### src/rtl/tradeoff_vec_driver.sv
`default_nettype none
// ============================================================================
// Module   : tradeoff_vec_driver
// Purpose  : Feeds W vectors to the tradeoff search core, checks N, keeps tallies.
// Revision : 1.0
// ============================================================================
module tradeoff_vec_driver #(
    parameter int W_BITS      = 30,
    parameter int N_BITS      = 17,
    parameter int EXP_N       = 65535,
    parameter int SETTLE_CYC  = 1,
    parameter int TIMEOUT_CYC = 200000,
    parameter int CNT_BITS    = 16
) (
    input  logic                clk,
    input  logic                rst,
    input  logic                start,
    input  logic                vec_valid,
    output logic                vec_ready,
    input  logic [W_BITS-1:0]   vec_data,
    input  logic                vec_last,
    output logic                core_clr,
    output logic [W_BITS-1:0]   core_w,
    input  logic                core_found,
    input  logic [N_BITS-1:0]   core_n,
    output logic                busy,
    output logic                done,
    output logic [CNT_BITS-1:0] total_cnt,
    output logic [CNT_BITS-1:0] err_cnt,
    output logic [CNT_BITS-1:0] tmo_cnt,
    output logic [W_BITS-1:0]   fail_w,
    output logic [N_BITS-1:0]   fail_n
);

    localparam int c_TMO_BITS = $clog2(TIMEOUT_CYC + 1);
    localparam int c_SET_BITS = $clog2(SETTLE_CYC + 1);
    localparam logic [c_TMO_BITS-1:0] c_TMO_LAST = c_TMO_BITS'(TIMEOUT_CYC - 1);
    localparam logic [c_SET_BITS-1:0] c_SET_LAST = c_SET_BITS'(SETTLE_CYC - 1);
    localparam logic [N_BITS-1:0]     c_EXP_N    = N_BITS'(EXP_N);

    typedef enum logic [2:0] {
        S_IDLE   = 3'd0,
        S_FETCH  = 3'd1,
        S_APPLY  = 3'd2,
        S_ARM    = 3'd3,
        S_WAIT   = 3'd4,
        S_SETTLE = 3'd5,
        S_CHECK  = 3'd6,
        S_DONE   = 3'd7
    } state_t;

    state_t                r_state;
    state_t                w_next;
    logic [c_TMO_BITS-1:0] r_tmo_cnt;
    logic [c_SET_BITS-1:0] r_set_cnt;
    logic                  r_last;
    logic                  r_tmo;
    logic [N_BITS-1:0]     r_n;

    logic w_start;
    logic w_accept;
    logic w_tmo_hit;
    logic w_settle_end;
    logic w_mismatch;

    assign w_start      = ((r_state == S_IDLE) || (r_state == S_DONE)) && start;
    assign w_accept     = (r_state == S_FETCH) && vec_valid;
    // Found has priority over a simultaneous timeout.
    assign w_tmo_hit    = (r_state == S_WAIT) && !core_found && (r_tmo_cnt == c_TMO_LAST);
    assign w_settle_end = (r_state == S_SETTLE) && (r_set_cnt == c_SET_LAST);
    assign w_mismatch   = (r_n != c_EXP_N);

    function automatic logic [CNT_BITS-1:0] f_sat_inc(input logic [CNT_BITS-1:0] v);
        return (&v) ? v : v + CNT_BITS'(1);
    endfunction

    always_ff @(posedge clk) begin
        if (rst) begin
            r_state <= S_IDLE;
        end else begin
            r_state <= w_next;
        end
    end

    always_comb begin
        w_next    = r_state;
        vec_ready = 1'b0;
        core_clr  = 1'b0;
        busy      = 1'b1;
        done      = 1'b0;
        case (r_state)
            S_IDLE: begin
                busy = 1'b0;
                if (start) w_next = S_FETCH;
            end
            S_FETCH: begin
                vec_ready = 1'b1;
                if (vec_valid) w_next = S_APPLY;
            end
            S_APPLY: begin
                core_clr = 1'b1;
                w_next   = S_ARM;
            end
            // Blanking cycle: a found left over from the previous vector is ignored here.
            S_ARM:    w_next = S_WAIT;
            S_WAIT: begin
                if (core_found)     w_next = S_SETTLE;
                else if (w_tmo_hit) w_next = S_CHECK;
            end
            S_SETTLE: begin
                if (w_settle_end) w_next = S_CHECK;
            end
            S_CHECK:  w_next = r_last ? S_DONE : S_FETCH;
            S_DONE: begin
                busy = 1'b0;
                done = 1'b1;
                if (start) w_next = S_FETCH;
            end
            default:  w_next = S_IDLE;
        endcase
    end

    always_ff @(posedge clk) begin
        if (rst) begin
            core_w    <= '0;
            r_last    <= 1'b0;
            r_tmo     <= 1'b0;
            r_tmo_cnt <= '0;
            r_set_cnt <= '0;
            r_n       <= '0;
            total_cnt <= '0;
            err_cnt   <= '0;
            tmo_cnt   <= '0;
            fail_w    <= '0;
            fail_n    <= '0;
        end else begin
            r_tmo_cnt <= (r_state == S_WAIT)   ? r_tmo_cnt + c_TMO_BITS'(1) : '0;
            r_set_cnt <= (r_state == S_SETTLE) ? r_set_cnt + c_SET_BITS'(1) : '0;

            if (w_start) begin
                total_cnt <= '0;
                err_cnt   <= '0;
                tmo_cnt   <= '0;
                fail_w    <= '0;
                fail_n    <= '0;
            end

            if (w_accept) begin
                core_w <= vec_data;
                r_last <= vec_last;
            end

            if (r_state == S_WAIT) begin
                r_tmo <= w_tmo_hit;
            end

            if (w_tmo_hit) begin
                total_cnt <= f_sat_inc(total_cnt);
                err_cnt   <= f_sat_inc(err_cnt);
                tmo_cnt   <= f_sat_inc(tmo_cnt);
                fail_w    <= core_w;
                fail_n    <= '0;
            end

            if (w_settle_end) begin
                r_n <= core_n;
            end

            if ((r_state == S_CHECK) && !r_tmo) begin
                total_cnt <= f_sat_inc(total_cnt);
                if (w_mismatch) begin
                    err_cnt <= f_sat_inc(err_cnt);
                    fail_w  <= core_w;
                    fail_n  <= r_n;
                end
            end
        end
    end

endmodule
`default_nettype wire
### config.mk
export PLATFORM = sky130hd
export DESIGN_NAME = tradeoff_vec_driver
export DESIGN_NICKNAME = d
export VERILOG_FILES = /design/src/rtl/tradeoff_vec_driver.sv
export SDC_FILE = /design/constraint.sdc
export NUM_CORES = 1
export LEC_CHECK = 0
export ABC_AREA = 0
export CAP_MARGIN = 40
export CORE_MARGIN = 5
export CORE_UTILIZATION = 35
export DETAILED_ROUTE_END_ITERATION = 8
export PLACE_DENSITY = 0.64
export SYNTH_ARGS = -nofsm -noshare
export SYNTH_HDL_FRONTEND = slang
export SYNTH_SLANG_ARGS = --single-unit
### constraint.sdc
create_clock -name clk -period 2.5 [get_ports clk]
set_input_delay 0.5 -clock clk [delete_from_list [all_inputs] [get_ports clk]]
set_output_delay 0.5 -clock clk [all_outputs]
set_load 0.02 [all_outputs]
# Word-level counts from Yosys, hierarchy flattened
# Cells that the tools add are included.
[word_totals]
ram_bits = 0
n_memories = 0
out_inout_bits = 129
register_bits = 166
latchBits = 0
inputBits = 53
mem_bits_ro = 0
word_cells = 84
[op_classes]
bitwise = 3
order_cmp = 0
addsub = 5
shifts = 0
mul = 0
div = 0
muxes = 30
reduce_logical = 20
n_eq_ne = 14
[op_table]
columns = ["op", "count"]
rows = [
  ["16-bit 2-to-1 mux", 11],
  ["30-bit 2-to-1 mux", 4],
  ["17-bit 2-to-1 mux", 4],
  ["16-bit by 1-bit adder with 16-bit output (second input constant)", 3],
  ["16-bit AND reduction", 3],
  ["3-bit one-hot mux with 7 select lines", 1],
  ["18-bit by 1-bit adder with 18-bit output (second input constant)", 1],
  ["18-bit equality test (second input constant)", 1],
  ["3-bit 2-to-1 mux", 6],
  ["17-bit by 16-bit != test with 1-bit output (second input constant)", 1],
  ["3-bit equality test (second input constant)", 4],
  ["3-bit by 2-bit equality test with 1-bit output (second input constant)", 2],
  ["1-bit logical AND", 6],
  ["2-bit != test (second input constant)", 3],
  ["2-bit OR reduction", 3],
  ["1-bit 2-to-1 mux", 4],
  ["4-bit AND reduction", 1],
  ["3-bit by 1-bit equality test with 1-bit output (second input constant)", 1],
  ["3-bit zero test", 1],
  ["3-bit != test (second input constant)", 1],
  ["1-bit inverter", 3],
  ["3-bit nonzero test", 1],
  ["1-bit zero test", 2],
  ["2-bit by 1-bit != test with 1-bit output (second input constant)", 1],
  ["4 further kinds", 4],
]

# Longest topological paths before layout
[logic_depth]
depth_word = 7
depth_mapped = 8
depth_no_buf = 6

# Worst setup path before layout
# No wires, ideal clock.
[synth_path]
path_kind = "flip-flop to flip-flop"
start = "register tmo_cnt[0]"
end = "register tmo_cnt[3]"
setup_ps = 71
required_ps = 2429
t_arrival_ps = 2050
synth_period_minus_slack_ps = 2121
setup_slack_ps = 379
stages_incl_launch_ff = 9
n_path_buf = 2
path_cell_list = "dfxtp_1 ha_1 nand3_1 or4_4 a31oi_4 buf_6 buf_6 o21ai_1 a21oi_1"
[synth_via]
elab_chain_cells = 3
word_cells_on_any_way = 6
cone_classes = "add/sub: 1; eq/ne: 1; mux: 2; reduce/logical: 2"
[synth_rtl]
columns = ["element", "line", "source"]
rows = [
  ["from (decl)", "30", "output logic [CNT_BITS-1:0] tmo_cnt,"],
  ["from (signal assigned)", "160", "tmo_cnt <= f_sat_inc(tmo_cnt);"],
  ["16-bit by 1-bit adder with 16-bit output / 16-bit AND reduction (equally long branches)", "74", "return (&v) ? v : v + CNT_BITS'(1);"],
  ["16-bit 2-to-1 mux / 2-bit != test (equally long branches)", "--", ""],
  ["16-bit 2-to-1 mux / 2-bit AND reduction (equally long branches)", "--", ""],
]
# Several ways; a longest one is shown, not always the timed one. The select of a mux whose other input is x is not followed.
# A chain may end at the register's enable or synchronous reset.

# Final worst setup path
[layout_path]
start = "register r_state[2]"
end = "output port done"
[layout_via]
elab_chain_cells = 2
[layout_rtl]
columns = ["element", "line", "source"]
rows = [
  ["from (decl)", "52", "state_t r_state;"],
  ["from (signal assigned)", "81", "r_state <= w_next;"],
  ["3-bit equality test", "91", "case (r_state)"],
  ["1-bit 2-to-1 mux", "91", ""],
  ["to (decl)", "27", "output logic done,"],
]
# Every way passes these cells.

==> impl_results.md <==
* Via count at between 6000 and 7000
* Die Y at between 150 and 200 um
* Largest delay share family, worst path: buffers and inverters
* Hold buffers post-CTS at 0
* Routed wire length at ~22 mm
* Endpoints failing setup at 0
* Min-Delay Path Class: in -> reg
* Fin. Hold Viols at 0
* Pre-antenna DRT Iters at 4
* Synth Warn # at 0
* Largest stage delay, worst path at about 0.64 ns
* Chip width at around 150 um
* Vias/cell at around 5.3
* Clock Skews at between 0.01 and 0.015 ns
* Critical path class: reg -> out
* Crit. End Element: output pin
* Cell Area, Synth at around 7300 um2
* Tcrit/Tclk final at 0.952
* Syn_nets at ~920
* Buffers on Ports at about 180
* CTS clock-pin slew for the worst setup and hold paths at ~0.070 ns
* CP arrival at roughly 1.9 ns
* First-pass GRT wire length at approximately 36 mm
* Worst EP required at approximately 2.0 ns
* FMAX at ~420 MHz
* Maximum number of pins on one net before global-route repair at between 40 and 50
* Outcome: finished, final reports clean
* RSZ-0062 raised after global routing: false
* CTS tree: yes
* Row count at 52
* Transition time of the tightest slew-check pin at about 0.64 ns
* Slew margin rel. at 0.575
* P_leak at ~0.0033 uW
* Worst Path Buf+Inv at 1
* Number of synthesized flops with an enable pin at 0
* Final slew viol count at 0
* Worst vdd ir at between 0.4 and 0.5 mV
* Initial antenna violation count at 1
* Area after DPL at between 9000 and 10000 um2
* Layout cells sized above 1 at 0.102
* Worst Path Max Fanout at 9
* Async SR Flop Fraction at 0
* Crit-path slowest cell: clkdlybuf4s50_1
* Most frequent cells in the layout: clkdlybuf4s50_1, dfxtp_1, nand2_1
* Synth Instances at ~860
* Power density over the cells at between 500 and 600 nW/um2
* Syn_area_per_cell at around 8.4 um2
* Placed Instances at roughly 1300
* Vias in the first global route at around 6700
* Post-synthesis cell type count at 60
* CP Launch Type: flip-flop
* Worst Hold Slack at around 0.36 ns
* Post-route ant nets at 0
* DP Wirelength at around 15 mm
* Synth Flop Type: dfxtp_1
* Worst-Skew Late Latency at between 0.4 and 0.5 ns
* GRT Total Usage at 0.185
* Ant. Diodes at 0
* Commonest non-fill, non-tap cell in the layout: clkdlybuf4s50_1
* Clock sink total at ~170
* CTS Buf Count at 17
* Grt ovf at 0
* Core area at 20400 um2
* Setup Fix Bufs, Post-CTS at 0
* Minimum clock period at approximately 2.4 ns
* Final net count at around 1100
* Worst-path cell chain: and3_1 > clkdlybuf4s50_1
* Yosys reg bits at ~170
* Final non-filler cell total at approximately 1300
* Die area at 23700 um2
* DRC at 0
* Max_cap viols at 0
* RePlAce Congestion at approximately 0.8
* Clock Tree Buf Depth at 2
* First DRT Iteration DRCs at about 300
* Register area share after synthesis at 0.458
* Drt wl/cell at 16.7 um
* Fin area at roughly 10000 um2
* Htree depth at 4
* R2r setup slk at between 0.2 and 0.25 ns
* Area Overhead vs Synth at 38.9%
* Clk root buf: clkbuf_16
* Initial Util at 0.357
* I/O pin cnt at ~180
-- stage by stage --
| stage | util | TNS, ns | total power (uW) | setup WS (ns) |
|---|---|---|---|---|
| 6_report | 0.496 | 0 | 6020 | 0.120 |
| 5_1_grt | 0.496 | 0 | 6260 | 0.00113 |
| 4_1_cts | 0.495 | 0 | 6090 | 0.0897 |
| 3_5_place_dp | 0.466 | -0.397 | 3420 | -0.0568 |
| 3_3_place_gp | 0.466 | -0.118 | 3420 | -0.0393 |
| 2_1_floorplan | - | 0 | 3100 | 0.379 |
-- cell families after synthesis --
logic type	Yosys count	share of synthesized area
AND/OR/NAND/NOR	355	0.253
AO/OA/AOI/OAI	232	0.197
flip-flops	166	0.458
buffers and inverters	74	0.0444
multiplexers	16	0.0231
XOR/XNOR	15	0.0181
adder cells (fa/ha/maj)	4	0.00689
-- report_power, final --
group          internal, uW  switching (uW)
Sequential             2690            49.3
Clock                  1500            1170
Combinational           265             351
-- final cells by class --
class | count | area, um2
inverters | 11 | 41.3
fillers | 1955 | 10300
flip-flops and latches | 166 | 3320
well taps | 270 | 338
repair buffers | 224 | 2160
multi-input cells | 622 | 3640
clock inverters | 14 | 160
clock buffers | 18 | 429
-- worst paths after layout --
check / startpoint / end / depth (start not counted)
setup / recovery: r_state[2] / done / 2
hold reg to reg: core_w[19] / core_w[19] / 2
hold / removal: rst / tmo_cnt[1] / 2
setup reg to reg: tmo_cnt[3] / tmo_cnt[7] / 7
-- timing repair --
item / CTS / global route
endpoints found under the setup margin: 4 / 5
cloned: 0 / 0
resized for setup: 3 / 1
-- registers in the layout, indices dropped and copies added, names as in the netlist --
signal     count
fail_n        17
r_tmo_cnt     18
tmo_cnt       16
r_tmo          1
r_state        3
r_n           17
fail_w        30
total_cnt     16
err_cnt       16
r_last         1
r_set_cnt      1
core_w        30
-- per-layer routing --
layer	vias up	global-route usage	wire, um
li1	3522	-	-
met1	3250	0.242	9840
met2	198	0.292	10100
met3	25	0.0635	1810
met4	2	0.0505	336
met5	-	0	13
-- worst register-to-register path, delay by kind of cell (launching register included) --
family | cells | cell delay [ns]
and+or+nand+nor | 2 | 0.77
AOI/OAI and AO/OA | 3 | 0.69
DFF | 1 | 0.44
buffers and inverters | 2 | 0.31
-- cell usage after synthesis, types with 3 or more instances --
cell       instances  area share
or2_2              8      0.0069
ha_1               4      0.0069
o31ai_1            5      0.0052
o211ai_1           6      0.0062
and2_1             3      0.0026
or4_1             11       0.011
mux2_2             4      0.0062
o22ai_1            4      0.0034
nor3b_1            3      0.0031
mux2i_1           10       0.014
xnor2_1            8      0.0096
nand4_1           49       0.042
clkbuf_1          44       0.023
a32o_1            16       0.022
nor4b_1            5      0.0060
or3_1             12       0.010
a2111o_1           5      0.0078
buf_2              9      0.0062
dfxtp_1          166        0.46
a21oi_1          112       0.077
nor2_1            40       0.021
and4_1             5      0.0060
buf_6              4      0.0062
o2111ai_1          5      0.0060
nor4_1             8      0.0069
o21ai_1           13      0.0090
o21ai_0           45       0.031
inv_1             11      0.0057
nor3_1            11      0.0076
o211a_1            3      0.0041
and3_1            19       0.016
a211oi_1           5      0.0052
xor2_1             7      0.0084
nand2_1          143       0.074
buf_1              5      0.0026
nand3_1           24       0.017
No activity file was read; power rests on OpenSTA's default activity.
